==> src/rtl/pipelined_adder.sv <==
// pipelined_adder: WIDTH-bit add/subtract split into STAGES registered ripple segments,
// with valid/ready flow control; the whole pipeline holds while the result is blocked.
module pipelined_adder #(
    parameter int WIDTH  = 16,
    parameter int STAGES = 4
) (
    input  logic             clk,
    input  logic             rst_n,
    input  logic             in_valid,
    output logic             in_ready,
    input  logic [WIDTH-1:0] a,
    input  logic [WIDTH-1:0] b,
    input  logic             cin,
    input  logic             sub,
    output logic             out_valid,
    input  logic             out_ready,
    output logic [WIDTH-1:0] sum,
    output logic             cout,
    output logic             ovf
);
    localparam int CHUNK = WIDTH / STAGES;
    logic w_adv;
    assign w_adv    = !out_valid || out_ready;
    assign in_ready = w_adv;
    for (genvar k = 0; k < STAGES; k++) begin : g_seg
        logic [WIDTH-1:0] r_a, r_b, r_s;
        logic             r_c, r_v;
        logic [WIDTH-1:0] w_a, w_b, w_s, w_sn;
        logic             w_ci, w_v;
        logic [CHUNK:0]   w_add;
        if (k == 0) begin : g_in
            assign w_a  = a;
            assign w_b  = sub ? ~b : b;
            assign w_ci = sub | cin;
            assign w_s  = '0;
            assign w_v  = in_valid;
        end else begin : g_mid
            assign w_a  = g_seg[k-1].r_a;
            assign w_b  = g_seg[k-1].r_b;
            assign w_ci = g_seg[k-1].r_c;
            assign w_s  = g_seg[k-1].r_s;
            assign w_v  = g_seg[k-1].r_v;
        end
        assign w_add = {1'b0, w_a[k*CHUNK +: CHUNK]} + {1'b0, w_b[k*CHUNK +: CHUNK]}
                     + {{CHUNK{1'b0}}, w_ci};
        // lower slices already summed travel unchanged; this segment fills its own slice
        always_comb begin
            w_sn = w_s;
            w_sn[k*CHUNK +: CHUNK] = w_add[CHUNK-1:0];
        end
        always_ff @(posedge clk or negedge rst_n) begin
            if (!rst_n) begin
                r_v <= 1'b0;
                r_a <= '0;
                r_b <= '0;
                r_s <= '0;
                r_c <= 1'b0;
            end else if (w_adv) begin
                r_v <= w_v;
                r_a <= w_a;
                r_b <= w_b;
                r_s <= w_sn;
                r_c <= w_add[CHUNK];
            end
        end
    end
    assign out_valid = g_seg[STAGES-1].r_v;
    assign sum       = g_seg[STAGES-1].r_s;
    assign cout      = g_seg[STAGES-1].r_c;
    assign ovf       = (g_seg[STAGES-1].r_a[WIDTH-1] == g_seg[STAGES-1].r_b[WIDTH-1])
                    && (g_seg[STAGES-1].r_s[WIDTH-1] != g_seg[STAGES-1].r_a[WIDTH-1]);
endmodule

==> config.mk <==
export PLATFORM = sky130hd
export DESIGN_NAME = pipelined_adder
export DESIGN_NICKNAME = d
export VERILOG_FILES = /design/src/rtl/pipelined_adder.sv
export SDC_FILE = /design/constraint.sdc
export NUM_CORES = 1
export LEC_CHECK = 0
export CAP_MARGIN = 5
export CELL_PAD_IN_SITES_DETAIL_PLACEMENT = 1
export CELL_PAD_IN_SITES_GLOBAL_PLACEMENT = 1
export CORE_MARGIN = 4
export CORE_UTILIZATION = 30
export CTS_BUF_LIST = sky130_fd_sc_hd__clkbuf_4 sky130_fd_sc_hd__clkbuf_8
export DETAILED_ROUTE_END_ITERATION = 16
export PLACE_DENSITY = 0.73
export SETUP_SLACK_MARGIN = 0.4
export SYNTH_ARGS = -nofsm -noshare
export SYNTH_HDL_FRONTEND = slang
export SYNTH_SLANG_ARGS = --single-unit
export TNS_END_PERCENT = 20
==> constraint.sdc <==
create_clock -name clk -period 1.7 [get_ports clk]
set_input_delay 0.34 -clock clk [delete_from_list [all_inputs] [get_ports clk]]
set_output_delay 0.34 -clock clk [all_outputs]
set_load 0.01 [all_outputs]
; Word level (Yosys, flattened, before mapping)
; Cells that the tools add are included.
[word_totals]
out_inout_bits = 20
regBits = 176
wordCells = 36
[classes]
addsub = 8
reduce_logical = 3
n_bitwise = 2
n_mux = 1
n_eq_ne = 2
[ops]
columns = operator, count
row1 = $add 4x4->5, 4
row2 = $add 5x1->5, 4
row3 = $mux 16, 1
row4 = $not 16->16, 1
row5 = $eq 1x1->1, 1
row6 = $logic_and 1x1->1, 1
row7 = $logic_not 1->1, 1
row8 = $logic_or 1x1->1, 1
row9 = $ne 1x1->1, 1
row10 = $or 1x1->1, 1

; Logic depth before layout (Yosys ltp)
[logic_depth]
word_depth = 4
mapped_depth = 8

; Worst setup path before layout
; OpenSTA, ideal clock, no wires.
[synth_path]
path_kind = input -> register
start = input port sub
end = register g_seg[0].r_c
slack_ps = -606
path_buffers = 2
arrival_time_ps = 2179
path_stages = 8
path_cell_list = buf_4 -> buf_6 -> or2_2 -> fa_1 -> fa_1 -> a21o_1 -> a211oi_1 -> a21oi_1
[synth_between]
elab_chain_len = 3
[synth_lines]
columns = element, line
row1 = from (decl), 14  ; input logic sub,
row2 = $mux 16, 33  ; assign w_b = sub ? ~b : b;
row3 = $add 4x4->5, 44  ; assign w_add = {1'b0, w_a[k*CHUNK +: CHUNK]} + {1'b0, w_b[k*CHUNK +: CHUNK]}
row4 = $add 5x1->5 *, 45  ; + {{CHUNK{1'b0}}, w_ci};
row5 = to (signal assigned), 63  ; r_c <= w_add[CHUNK];
row6 = to (decl), 27  ; logic r_c, r_v;
; Mark *: on every way between the ends. The rest lies on a longest branch, timed or not.
; A chain may end at the register's enable or synchronous reset.

; Worst setup path in the final report
[layout_path]
start = input port sub
end = register g_seg[0].r_s[2]
[layout_between]
elab_chain_len = 3
[layout_lines]
columns = element, line
row1 = $mux 16, 33
row2 = $add 4x4->5, 44
row3 = $add 5x1->5 *, 45
row4 = to (signal assigned), 62  ; r_s <= w_sn;
row5 = to (decl), 26  ; logic [WIDTH-1:0] r_a, r_b, r_s;
; Marks and branches as above.

==> flow_summary.json <==
{
  "diodes": 0,
  "vias": 3181,
  "rsz0062_at_grt": "true",
  "portBuffers": 57,
  "track_usage": 0.126,
  "cts_tree": "built",
  "final_common_cell": "nand2_1",
  "ios": 58,
  "ant_nets": 0,
  "worstMarginPinSlew_ps": 490,
  "syn-cell-area_um2": 4370,
  "ys.flop_type": "dfrtp_1",
  "p_per_area_nw_per_um2": 1690,
  "synth_edf_count": 0,
  "finish.utilization": 0.413,
  "drive_gt1_frac": 0.308,
  "hold_viol": 0,
  "min_period_over_period": 1.04,
  "viasPerCell": 4.46,
  "die_w_um": 129,
  "syn-instance-count": 462,
  "finalCriticalPeriod_ps": 1760,
  "setup_viol": 3,
  "synthArstFlopShare": 1.00,
  "final_cell_mix": "158 x nand2_1, 98 x dfrtp_1, 38 x nand2_2",
  "worstPathArrival_ps": 2040,
  "p_leak_nw": 2.80,
  "dieArea_um2": 16500,
  "clock-sinks": 98,
  "grtUsageMet1": 0.163,
  "r2r_setup_slack_ps": -50,
  "crit_fanout": 3,
  "drc": 0,
  "grt_remaining_overflow": 0,
  "start_kind": "input port",
  "use_met2": 0.212,
  "cts.clk_slew.worst_paths_ps": 80,
  "first_pass_iters": 4,
  "clockBufferDepth": 2,
  "end_kind": "register",
  "layout_setup_ws_ps": -60.3,
  "first_global_vias": 3432,
  "max_slew_margin": 0.674,
  "place_hpwl_um": 6740,
  "cts_max_level": 3,
  "grt_max_degree": 61,
  "use_met3": 0.0187,
  "violations": "setup timing",
  "critPathKind": "input port to register",
  "maxSlewViolCount": 0,
  "avgRoutedWirePerCell_um": 14.4,
  "finClkSkew_ps": 11.2,
  "status": "finished with violations",
  "gp_congestion": 0.730,
  "synth.distinct_cells": 26,
  "synth.yosys.seq_area_share": 0.562,
  "irDropWorstVdd_mv": 0.539,
  "hold_ws_ps": 455,
  "grt-busiest-layer": "met2",
  "areaGrowthSynthToFinish_pct": 32.7,
  "syn-num-nets": 520,
  "hold_class": "input port to asynchronous set/reset pin",
  "synth_seq_cells": 98,
  "fp.coreArea_um2": 14000,
  "antenna_found_initial": 0,
  "timing.fmax_mhz": 568,
  "ys_warn_count": 0,
  "wl_um": 10200,
  "cts-root-buf": "clkbuf_8",
  "grt_pass1_wl_um": 16800,
  "fin_tns_setup_ps": -113,
  "rows": 43,
  "die_y_um": 129,
  "dp_slack_ps": -811,
  "cp.required_ps": 1980,
  "finalNetCount": 586,
  "insertion_delay_ps": 370,
  "syn_area_per_cell_um2": 9.45,
  "rr_worst_depth": 5,
  "numCtsBuffers": 9,
  "drv_cap": 0,
  "drtIter0Drc": 65,
  "initial_core_util": 0.311
}
[what timing repair did]
item                                    in CTS  in global routing
resized for setup                          137                110
endpoints found under the hold margin       26                  0
endpoints found under the setup margin      37                 70
pin swaps                                   38                107
hold buffers                                 1                  0
buffers inserted                             4                  4
[cell families after synthesis]
kind of cell | count (synthesis) | share of synthesized area
AOI/OAI and AO/OA | 48 | 0.0636
xor gates and xnor gates | 21 | 0.0421
adders and majority gates | 20 | 0.0711
buffers and inverters | 35 | 0.0499
DFF | 98 | 0.562
and+or+nand+nor | 240 | 0.212
[sequential cells by signal, indices dropped and copies added (netlist names)]
signal     cells
g_seg.r_a     25
g_seg.r_b     25
g_seg.r_s     24
sum           16
g_seg.r_c      3
g_seg.r_v      3
cout           1
out_valid      1
[area by class of cell]
| type | count | area, µm² |
|---|---|---|
| clock buffer | 11 | 145 |
| clock inverter | 5 | 37.5 |
| fill | 1577 | 8250 |
| inverter | 11 | 41.3 |
| multi-input combinational | 329 | 2120 |
| sequential | 98 | 2450 |
| tap | 180 | 225 |
| timing repair buffer | 79 | 776 |
[per-stage QoR]
stage          instances  instance area (µm²)  total power (W)
2_1_floorplan        462                 4400          0.00623
3_3_place_gp         688                 5170          0.00734
3_5_place_dp         688                 5170          0.00760
4_1_cts              709                 5400          0.00908
5_1_grt              713                 5790           0.0106
6_report             713                 5790          0.00977
[cells in the mapped netlist, drive strengths merged, types with 2 or more instances]
cell,instances,share of area
dfrtp,98,0.56
nand2,224,0.19
inv,11,0.0095
ha,12,0.034
xnor2,12,0.024
a21oi,11,0.016
nor2,9,0.0077
xor2,9,0.018
o21a,2,0.0034
buf,23,0.040
a21o,5,0.0086
o21ai,28,0.032
nor2b,4,0.0074
fa,8,0.037
[layer usage]
| layer | vias to the layer above | wire length, µm |
|---|---|---|
| met2 | 33 | 5310 |
| met5 | - | 0 |
| met3 | 13 | 205 |
| met4 | 0 | 187 |
| met1 | 1575 | 4540 |
| li1 | 1560 | - |
[worst max-delay path, cell delays in order]
cell and delay, ps:
buf_8 110, or2_4 230, fa_2 420, fa_2 420, buf_6 130, buf_6 100, xnor2_2 120, o21ai_1 160
[power by group]
part	internal [W]	total [W]	switching, W	leakage [nW]
clock	0.000595	0.00142	0.000825	0.0894
sequential	0.00337	0.00412	0.000754	1.18
combinational	0.00194	0.00422	0.00228	1.53
[path summary, 6_finish.rpt]
kind	to	startpoint
worst max-delay path	g_seg[0].r_s[2]$_DFFE_PN0P_	sub
worst max register to register	cout$_DFFE_PN0P_	g_seg[2].r_a[12]$_DFFE_PN0P_
worst min register to register	g_seg[2].r_b[13]$_DFFE_PN0P_	g_seg[1].r_b[13]$_DFFE_PN0P_
min in group clk	g_seg[2].r_b[13]$_DFFE_PN0P_	g_seg[1].r_b[13]$_DFFE_PN0P_
max in group asynchronous	g_seg[0].r_c$_DFFE_PN0P_	rst_n
worst min-delay path	g_seg[0].r_b[4]$_DFFE_PN0P_	rst_n
Power figures use the tool's default switching activity.
